==> config.mk <==
export PLATFORM = sky130hd
export DESIGN_NAME = imem_loader
export DESIGN_NICKNAME = d
export VERILOG_FILES = /design/src/rtl/imem_pkg.sv /design/src/rtl/imem_word_packer.sv /design/src/rtl/imem_loader.sv
export SDC_FILE = /design/constraint.sdc
export NUM_CORES = 1
export LEC_CHECK = 0
export CORE_MARGIN = 2
export CORE_UTILIZATION = 35
export CTS_CLUSTER_DIAMETER = 200
export DETAILED_ROUTE_END_ITERATION = 10
export PLACE_DENSITY = 0.63
export SLEW_MARGIN = 20
export SYNTH_ARGS = -nofsm -noshare
export SYNTH_HDL_FRONTEND = slang
export SYNTH_SLANG_ARGS = --single-unit
==> constraint.sdc <==
create_clock -name clk -period 3.9 [get_ports clk]
set_clock_uncertainty 0.1 [all_clocks]
set_input_delay 0.975 -clock clk [delete_from_list [all_inputs] [get_ports clk]]
set_output_delay 0.975 -clock clk [all_outputs]
set_load 0.02 [all_outputs]
==> src/rtl/imem_pkg.sv <==
// Shared types and constants for the instruction-memory loader.
package imem_pkg;

  localparam int unsigned MEM_BYTES_DEFAULT = 80;
  localparam int unsigned WORD_W            = 32;
  localparam int unsigned BYTES_PER_WORD    = 4;
  localparam int unsigned LANE_W            = $clog2(BYTES_PER_WORD);

  typedef enum logic [2:0] {
    StIdle,
    StRecv,
    StWrite,
    StCheck,
    StDone,
    StErr
  } state_e;

endpackage

==> src/rtl/imem_word_packer.sv <==
// Packs a byte stream into little-endian words; flags the byte that completes a word.
module imem_word_packer
  import imem_pkg::*;
(
  input  logic              clk,
  input  logic              reset,
  input  logic              clear_i,
  input  logic              byte_en_i,
  input  logic [7:0]        byte_i,
  output logic [WORD_W-1:0] word_o,
  output logic              word_full_o
);

  logic [LANE_W-1:0] lane_q, lane_d;
  logic [WORD_W-1:0] word_q, word_d;

  always_comb begin
    lane_d = lane_q;
    word_d = word_q;
    if (clear_i) begin
      lane_d = '0;
      word_d = '0;
    end else if (byte_en_i) begin
      word_d[{lane_q, 3'b000} +: 8] = byte_i;
      lane_d = lane_q + 1'b1;
    end
  end

  // word_o already includes the byte accepted this cycle
  assign word_o      = word_d;
  assign word_full_o = byte_en_i && !clear_i && (lane_q == LANE_W'(BYTES_PER_WORD - 1));

  always_ff @(posedge clk) begin
    if (!reset) begin
      lane_q <= '0;
      word_q <= '0;
    end else begin
      lane_q <= lane_d;
      word_q <= word_d;
    end
  end

endmodule

==> src/rtl/imem_loader.sv <==
// Streams a byte image into instruction memory, verifies its checksum and releases the core.
module imem_loader
  import imem_pkg::*;
#(
  parameter int unsigned MEM_BYTES     = MEM_BYTES_DEFAULT,
  parameter int unsigned ADDR_W        = 64,
  parameter bit          HOLD_ON_RESET = 1'b1
) (
  input  logic              clk,
  input  logic              reset,
  input  logic              load_start,
  input  logic [15:0]       load_len,
  input  logic              byte_valid,
  input  logic [7:0]        byte_data,
  output logic              byte_ready,
  output logic              wr_en,
  output logic [ADDR_W-1:0] wr_addr,
  output logic [31:0]       wr_data,
  output logic              core_hold,
  output logic              done,
  output logic              error
);

  state_e            state_q, state_d;
  logic [15:0]       count_q, count_d;
  logic [15:0]       len_q, len_d;
  logic [7:0]        sum_q, sum_d;
  logic [ADDR_W-1:0] addr_q, addr_d;
  logic [31:0]       data_q, data_d;
  logic              done_q, done_d;
  logic              error_q, error_d;
  logic              hold_q, hold_d;

  logic              start_ok;
  logic              len_bad;
  logic              accept;
  logic              pack_en;
  logic [7:0]        sum_next;
  logic [WORD_W-1:0] packed_word;
  logic              word_full;

  imem_word_packer u_packer (
    .clk         (clk),
    .reset       (reset),
    .clear_i     (start_ok),
    .byte_en_i   (pack_en),
    .byte_i      (byte_data),
    .word_o      (packed_word),
    .word_full_o (word_full)
  );

  always_comb begin
    byte_ready = (state_q == StRecv) || (state_q == StCheck);
    accept     = byte_valid && byte_ready;
    pack_en    = accept && (state_q == StRecv);
    start_ok   = load_start &&
                 ((state_q == StIdle) || (state_q == StDone) || (state_q == StErr));
    len_bad    = (load_len[1:0] != 2'b00) || (32'(load_len) > MEM_BYTES);
    sum_next   = sum_q + byte_data;
  end

  always_comb begin
    state_d = state_q;
    count_d = count_q;
    len_d   = len_q;
    sum_d   = sum_q;
    addr_d  = addr_q;
    data_d  = data_q;
    done_d  = done_q;
    error_d = error_q;
    hold_d  = hold_q;

    unique case (state_q)
      StIdle, StDone, StErr: begin
        if (start_ok) begin
          done_d  = 1'b0;
          error_d = 1'b0;
          hold_d  = 1'b1;
          count_d = '0;
          sum_d   = '0;
          addr_d  = '0;
          len_d   = load_len;
          if (len_bad) begin
            state_d = StErr;
            error_d = 1'b1;
          end else if (load_len == 16'd0) begin
            state_d = StCheck;
          end else begin
            state_d = StRecv;
          end
        end
      end
      StRecv: begin
        if (accept) begin
          sum_d   = sum_next;
          count_d = count_q + 16'd1;
          if (word_full) begin
            data_d  = packed_word;
            state_d = StWrite;
          end
        end
      end
      StWrite: begin
        addr_d  = addr_q + ADDR_W'(BYTES_PER_WORD);
        state_d = (count_q == len_q) ? StCheck : StRecv;
      end
      StCheck: begin
        if (accept) begin
          if (sum_next == 8'd0) begin
            state_d = StDone;
            done_d  = 1'b1;
            hold_d  = 1'b0;
          end else begin
            state_d = StErr;
            error_d = 1'b1;
          end
        end
      end
      default: state_d = StIdle;
    endcase
  end

  always_ff @(posedge clk) begin
    if (!reset) begin
      state_q <= StIdle;
      count_q <= '0;
      len_q   <= '0;
      sum_q   <= '0;
      addr_q  <= '0;
      data_q  <= '0;
      done_q  <= 1'b0;
      error_q <= 1'b0;
      hold_q  <= HOLD_ON_RESET;
    end else begin
      state_q <= state_d;
      count_q <= count_d;
      len_q   <= len_d;
      sum_q   <= sum_d;
      addr_q  <= addr_d;
      data_q  <= data_d;
      done_q  <= done_d;
      error_q <= error_d;
      hold_q  <= hold_d;
    end
  end

  assign wr_en     = (state_q == StWrite);
  assign wr_addr   = addr_q;
  assign wr_data   = data_q;
  assign core_hold = hold_q;
  assign done      = done_q;
  assign error     = error_q;

endmodule

== After elaboration in Yosys (flattened, before gate mapping) ==
Index checks and enable logic that the tools add are counted.

* Bits in registers: 176
* Bits of input ports: 28
* Output and inout bits: 101
* Word-level logic and storage cells: 92

* Add/subtract/negate cells: 5
* Magnitude comparators: 1
* Equal/unequal tests: 13
* Shift-type cells: 2
* Mux-type cells: 33
* Bitwise logic cells: 1
* Reductions and logical operators: 26

{| class="wikitable"
|+ Operators by type and width
! kind !! number
|-
| $pmux 64 s2 || 1
|-
| $add 64x3->64 const B || 1
|-
| $mux 32 || 2
|-
| $mux 64 || 1
|-
| $bwmux 32 || 1
|-
| $mux 16 || 2
|-
| $pmux 16 s2 || 1
|-
| $shift 8x7->32 const A || 1
|-
| $shiftx 8x7->32 || 1
|-
| $add 16x1->16 const B || 1
|-
| $eq 16x16->1 || 1
|-
| $gt 16x7->1 const B || 1
|-
| $logic_not 16->1 || 1
|-
| $mux 8 || 2
|-
| $pmux 8 s2 || 1
|-
| $mux 3 || 5
|-
| $pmux 3 s4 || 1
|-
| $reduce_and 4->1 || 3
|-
| $mux 1 || 11
|-
| $add 8x8->8 || 1
|-
| $logic_not 8->1 || 1
|-
| $reduce_bool 2->1 || 4
|-
| $neg 5->7 || 1
|-
| $eq 3x2->1 const B || 2
|-
| 17 further kinds || 34
|}

== Logic depth before layout (Yosys ltp) ==
Gate-level depths: netlist of the first run.

* Depth in word-level cells: 10
* Depth in mapped cells: 8
* Gate-level depth less buffers: 8

== Cells and area by module ==
Synthesis of the first run repeated with hierarchy kept, for this count alone.

* Cells, all modules: 1052
* Area, all modules: 8471.9 sq um

{| class="wikitable"
|+ Modules (own cells, without submodules)
! module !! times used !! cells each !! area each (sq um)
|-
| imem_loader || 1 || 858 || 6836.6
|-
| imem_word_packer || 1 || 194 || 1635.3
|}

== Least setup slack after synthesis of the first run ==
Ideal clock, no wire load.

* Kind: input to register
* Start point: in byte_data[0]
* End point: reg state_q[0]
* Library setup time: 122 ps
* Arrival: 2694 ps
* Data required time: 3678 ps
* Setup slack: 984 ps
* Stages on the path: 8
* Buffers on the path: 0
* Cell sequence: ha_1 fa_1 a211o_1 nand3_1 nand3b_1 a211oi_1 a21oi_1 o311a_1

* Word-level cells in the longest chain between the ends: 5

{| class="wikitable"
|+ Ends and longest elaborated chain
! element !! RTL line !! text
|-
| start: declaration || imem_loader.sv:14 || <nowiki>input logic [7:0] byte_data,</nowiki>
|-
| $add 8x8->8 || imem_loader.sv:59 || <nowiki>sum_next = sum_q + byte_data;</nowiki>
|-
| $logic_not 8->1 || imem_loader.sv:109 || <nowiki>if (sum_next == 8'd0) begin</nowiki>
|-
| $mux 1 || imem_loader.sv:109 ||
|-
| $mux 3 || imem_loader.sv:108 || <nowiki>if (accept) begin</nowiki>
|-
| $pmux 3 s4 || imem_loader.sv:73 || <nowiki>unique case (state_q)</nowiki>
|-
| end signal: assignment || imem_loader.sv:125 || <nowiki>state_q <= StIdle;</nowiki>
|-
| end signal: assignment || imem_loader.sv:135 || <nowiki>state_q <= state_d;</nowiki>
|-
| end: declaration || imem_loader.sv:24 || <nowiki>state_e state_q, state_d;</nowiki>
|}

Every way passes these cells. The select of a mux whose other input is x is not followed.
A chain may end at the register's enable or synchronous reset.

== Worst setup path after layout of the first run ==
* Start point: reg state_q[1]
* End point: out wr_en

* Word-level cells in the longest chain between the ends: 1

{| class="wikitable"
|+ Ends and longest elaborated chain
! element !! RTL line !! text
|-
| $eq 3x2->1 || imem_loader.sv:147 || <nowiki>assign wr_en = (state_q == StWrite);</nowiki>
|-
| end: declaration || imem_loader.sv:16 || <nowiki>output logic wr_en,</nowiki>
|}

Every way passes these cells.

==> results.md, run 1 <==
* Status: completed
* Vias in the first global route at 6697
* Rows at 54
* Ys flop type: dfxtp_1
* Crit path DAT at 2.29 ns
* Placed cells at 1283
* Sw frac at 0.255
* Drt first-iter violations at 366
* Top Ports at 129
* Final core occ at 0.456
* Met1 GRT Util at 0.236
* Global placement routability congestion at 0.833
* #FFs+latches synth at 166
* Post-synthesis cell count at 901
* Worst hold-check path type: register to register
* Main area contributors after synthesis: dfxtp_1 43%, nor2_1 6.1%, nand2_1 4.6%
* Met2 Use GR at 0.289
* Core region area at 21800 um^2
* Setup TNS Final at 0 ns
* Die span in y at 153 um
* Drt via density at 5.40
* Synthesized area per cell at 8.57 um^2
* M3 GR Usage at 0.0447
* F_max at 0.297 GHz
* Via Count at 7111
* Pins Over Slew Limit at 0
* RSZ-0062 raised after global routing: no
* Int Pwr at 2.82 mW
* FF-to-FF End: wr_data[17]$_SDFFE_PN0P_
* Worst setup SP type: register
* Final nets at 1065
* Async set-or-reset flop fraction in the synthesized netlist at 0
* Final ANT Viol Nets at 0
* Peak VDD IR at 0.256 mV
* Pwr Density at 381 nW/um^2
* Final WS setup at 0.538 ns
* Worst reg2reg setup slack at 1.19 ns
* GRT Util Overall at 0.179
* Final hold vios at 0
* Root buffer cell: clkbuf_16
* Starting density of the core at 0.355
* Netlist cell types at 68
* Data required, critical path at 2.82 ns
* Fin cells at 1316
* Antenna violations before repair at 2
* CTS Sinks at 166
* RR Startpoint: u_packer.lane_q[0]$_SDFFE_PP0P_
* Worst Hold Path EP: done$_SDFFE_PN0P_
* Post-DP HPWL at 14.8 mm
* Most common cell in the netlist: dfxtp_1
* Post-layout min period at 3.36 ns
* Yosys synthesis warning count at 0
* # port buffers at 126
* Setup bufs post-CTS at 0
* Routed wire length at 21.0 mm
* Reg2Reg Depth at 6
* Die X at 153 um
* Combinational share of power at 0.084
* DRC violations left at 0
* Min-Delay Path Depth at 2
* Max incr delay on CP at 0.61 ns
* Peak fanout along the critical path at 11
* Synth top area share at 0.430
* Max-Cap Viols at 0
* Leak pwr at 3.51 nW
* Clock buffer depth at 2
* Total gr overflow at 0
* Layout cells sized above 1 at 0.0937
* Worst Tran Pin Value at 1.15 ns
* Clock insertion delay at the later pin of the skew report at 0.43 ns
* Cell Area, Synth at 7720 um^2
* Psw at 0.964 mW
* Clock share of power at 0.455
* Largest net degree at the start of global routing at 62
* Slew headroom at 0.234
* Placed inst area at 9300 um^2
* Pwr Total at 3.78 mW
* Commonest cells post-synth: 166 x dfxtp_1, 125 x nor2_1, 94 x nand2_1
* Crit-path slowest cell: clkdlybuf4s50_1
* Register area share after synthesis at 0.430
* CTS tree: done
* CTS Buf Count at 17
* Clock Pin Slew Worst Setup and Hold Paths at 0.06 ns
* Final Instance Area at 9920 um^2
* Hold Path Origin: done$_SDFFE_PN0P_
* H-tree Lvls at 4
* CP Capture Type: output port
* Post-synth EDFFs at 0
* First drt pass iteration count at 5
* Area growth from synthesis to layout at 28.4%
* CTS resizes at 0
* Place WS at 0.290 ns
* Area leader, netlist: dfxtp_1
* Seq pwr share at 0.461
* Die area at 23300 um^2
* CP cell instances: inv_1 > nor3_1 > buf_4 > clkdlybuf4s50_1
* Final Cycle Share at 0.862
* Worst hold slack at 0.365 ns
* CTS Hold Buffers Added at 0
* Busiest grt layer: met2
* Kind of critical path: register to output port
* DR WL/cell at 16.0 um
* First-pass GRT wire length at 34.3 mm
* Final setup vio count at 0
[cell families after synthesis]
kind of cell,after synthesis,synth area share
AOI/OAI and AO/OA,189,0.167
and+or+nand+nor,415,0.278
DFF,166,0.430
xor gates and xnor gates,31,0.0352
muxes,19,0.0266
adders and majority gates,15,0.0253
buffers and inverters,65,0.0371
other,1,0.000486
[critical path, delay by kind of cell (launching register included)]
family | cells | cell delay (ns)
buffers and inverters | 3 | 1.04
flip-flops | 1 | 0.56
AND/OR/NAND/NOR | 1 | 0.27
[power groups by stage]
stage	Clock (mW)	Combinational [mW]	Sequential (mW)
after global routing	1.84	0.348	1.74
after floorplan	0	0.196	1.78
after global placement	0	0.315	1.78
after detailed placement	0	0.316	1.78
after CTS	1.77	0.318	1.74
final	1.72	0.318	1.74
[worst max-delay path by stage]
stage | end | depth (start not counted) | slack (ns) | from
floorplan | state_q[0]$_SDFFE_PN0P_ | 8 | 0.98 | byte_data[0]
global placement | state_q[0]$_SDFFE_PN0P_ | 8 | 0.33 | byte_data[4]
detailed placement | state_q[0]$_SDFFE_PN0P_ | 8 | 0.29 | byte_data[4]
CTS | wr_en | 4 | 0.52 | state_q[1]$_SDFFE_PN0P_
global route | wr_en | 4 | 0.37 | state_q[1]$_SDFFE_PN0P_
finish | wr_en | 4 | 0.54 | state_q[1]$_SDFFE_PN0P_
[layout make-up]
class                           count  area (um^2)
Sequential cell                   166         3320
Clock inverter                     14          173
Antenna cell                        1         2.50
Multi-Input combinational cell    671         4120
Fill cell                        2151        11800
Clock buffer                       18          439
Tap cell                          280          350
Inverter                           18         68.8
Timing Repair Buffer              148         1440
[metal layers]
metal | routed length, um | up-vias
met1 | 9820 | 3448
met2 | 9790 | 144
met3 | 1030 | 26
li1 | - | 3491
met4 | 367 | 2
met5 | 7 | -
[cell usage in the layout, fill, tap and decap left out, types with 21 or more instances in the layout]
| cell type | instances |
|---|---|
| clkdlybuf4s50_1 | 126 |
| dfxtp_1 | 166 |
| and3_1 | 43 |
| nand3_1 | 43 |
| nor2_1 | 125 |
| a21oi_1 | 70 |
| buf_4 | 21 |
| nand4_1 | 22 |
| xnor2_1 | 22 |
| a211oi_1 | 22 |
| nand2_1 | 94 |
[flip-flops by register name, indices dropped and copies added (netlist names)]
register	cells
wr_addr	62
wr_data	32
u_packer.word_q	24
count_q	16
len_q	16
sum_q	8
state_q	3
u_packer.lane_q	2
core_hold	1
done	1
error	1
(Power assumes the default switching activity.)
==> inputs of run 2 (changes only) <==
- PLACE_DENSITY: 0.63 -> 0.66
- clock period: 3.9 -> 2.8 ns (I/O delays scaled with it)
==> run 2 against run 1 <==
Compared with the run above: register-to-register slack worse by 0.85 ns; non-clock buffer count up 32; global-route usage down 0.063 points; worst setup slack worse by 0.49 ns; count of clock-buffer cells in the layout down 1; via count up 0.76%; critical path depth up 5; sequential power up 40%; hold slack worse by 0.0089 ns; clock power up 59%; utilization up 1.6 points; critical endpoint is now error$_SDFFE_PN0P_.
==> results.md, run 2 (synthesized netlist as in run 1, its figures left out) <==
* Crit-path slowest cell: clkdlybuf4s50_1
* Clock insertion delay at the later pin of the skew report at 0.44 ns
* Top Ports at 129
* Kind of critical path: input pin to register
* Max-Cap Viols at 0
* Status: completed
* Area occupied by multi-input gates at 4150 um^2
* Post-DP HPWL at 15.1 mm
* Total gr overflow at 0
* Pins Over Slew Limit at 0
* Final ANT Viol Nets at 0
* Fin cells at 1347
* Clock Pin Slew Worst Setup and Hold Paths at 0.07 ns
* Area growth from synthesis to layout at 33.0%
* H-tree Lvls at 4
* Final Instance Area at 10300 um^2
* CP cell instances: clkdlybuf4s50_1 > ha_2 > fa_1 > a211o_1 > a2111oi_1 > nand3b_1 > a211oi_2 > a21oi_1 > o221a_2
* Global placement routability congestion at 0.888
* Worst setup startpoint: byte_data[0]
* DR WL/cell at 15.6 um
* Die area at 23300 um^2
* Layout cells sized above 1 at 0.127
* Final Cycle Share at 0.982
* WP buf/inv at 1
* Routed wire length at 21.1 mm
* Commonest non-fill, non-tap cell in the layout: dfxtp_1
* Final nets at 1097
* Worst hold-check path type: register to register
* First-pass GRT wire length at 34.1 mm
* Hold Path Origin: core_hold$_SDFFE_PN1P_
* CTS Buf Count at 17
* Setup TNS Final at 0 ns
* Placed inst area at 9550 um^2
* Leak pwr at 3.72 nW
* Max incr delay on CP at 0.44 ns
* Largest net degree at the start of global routing at 57
* Peak VDD IR at 0.350 mV
* Pwr Total at 5.65 mW
* # port buffers at 126
* Worst setup SP type: input pin
* Data required, critical path at 3.08 ns
* DRC violations left at 0
* Root buffer cell: clkbuf_16
* Fill count at 2114
* CTS Sinks at 166
* Core region area at 21800 um^2
* Vias in the first global route at 6675
* Max FFs per register at 62
* Clock buffer depth at 2
* Final hold vios at 0
* Placed cells at 1314
* Die span in y at 153 um
* Final WS setup at 0.0503 ns
* GRT Util Overall at 0.179
* F_max at 0.364 GHz
* Peak fanout along the critical path at 3
* Starting density of the core at 0.355
* Pwr Density at 550 nW/um^2
* CP top delay family: compound AO/OA/AOI/OAI gates
* RR Startpoint: wr_addr[10]$_SDFFE_PN0P_
* CP Capture Type: register
* Diodes inserted at 0
* Drt via density at 5.32
* Via Count at 7165
* FF+latch area at 3320 um^2
* Commonest non-fill, non-tap cells in the layout: 166 x dfxtp_1, 125 x nor2_1, 125 x clkdlybuf4s50_1
* Final setup vio count at 0
* CTS tree: done
* Worst Tran Pin Value at 0.602 ns
* Drt first-iter violations at 399
* Crit path DAT at 3.03 ns
* First drt pass iteration count at 5
* Antenna violations before repair at 2
* Die X at 153 um
* Slew headroom at 0.599
* Rows at 54
* Post-layout min period at 2.75 ns
* Place WS at -0.551 ns
* Final core occ at 0.472
* Worst hold slack at 0.357 ns
run 2: changes by cell type in the layout (fill, tap and decap cells not counted), moves of 2 or more:
cell        change
buf_4          +31
bufinv_16       +4
clkinv_4        -4
inv_6           +4
a2111oi_0       -2
a2111oi_1       +2
a211oi_1        -2
a211oi_2        +2
clkinvlp_4      -2
run 2: area by class of cell:
class                   instances  share of cell area
inverters                      18             0.00670
clock inverters                15              0.0255
repair buffers                180               0.165
clock buffers                  17              0.0414
well taps                     280              0.0341
multi-input cells             671               0.404
flip-flops and latches        166               0.324
run 2: routing by layer:
| metal | up-vias | GRT usage | share of wire |
|---|---|---|---|
| met1 | 3434 | 0.230 | 0.46 |
| met5 | - | 0 | 0.0014 |
| met3 | 32 | 0.0435 | 0.048 |
| met2 | 144 | 0.296 | 0.48 |
| li1 | 3551 | - | - |
| met4 | 4 | 0.0560 | 0.016 |
run 2: worst register-to-register path, stage by stage (launching register included):
cell and delay (ns):
dfxtp_1 0.44, and4_1 0.33, nand4_1 0.22, nor4_4 0.53
buf_4 0.22, nand4_1 0.11, and3_1 0.21, o21a_1 0.18
run 2: where the power goes:
part	switching [mW]	total, mW	internal, mW
clock	1.04	2.74	1.70
sequential	0.0311	2.43	2.40
combinational	0.287	0.481	0.195
run 2: worst paths after layout:
kind / to / slack, ns / cells past startpoint
worst max-delay path: error$_SDFFE_PN0P_ / 0.05 / 9
worst min register to register: core_hold$_SDFFE_PN1P_ / 0.36 / 1
worst max register to register: wr_addr[46]$_SDFFE_PN0P_ / 0.34 / 7
worst min-delay path: core_hold$_SDFFE_PN1P_ / 0.36 / 1
run 2: repair_timing:
| item | 4_1_cts | 5_1_grt |
|---|---|---|
| cloned | 0 | 0 |
| setup buffers | 0 | 1 |
| setup endpoints to repair | 4 | 4 |
| resized for setup | 3 | 7 |
| pin swaps | 0 | 3 |
| hold buffers | 0 | 0 |
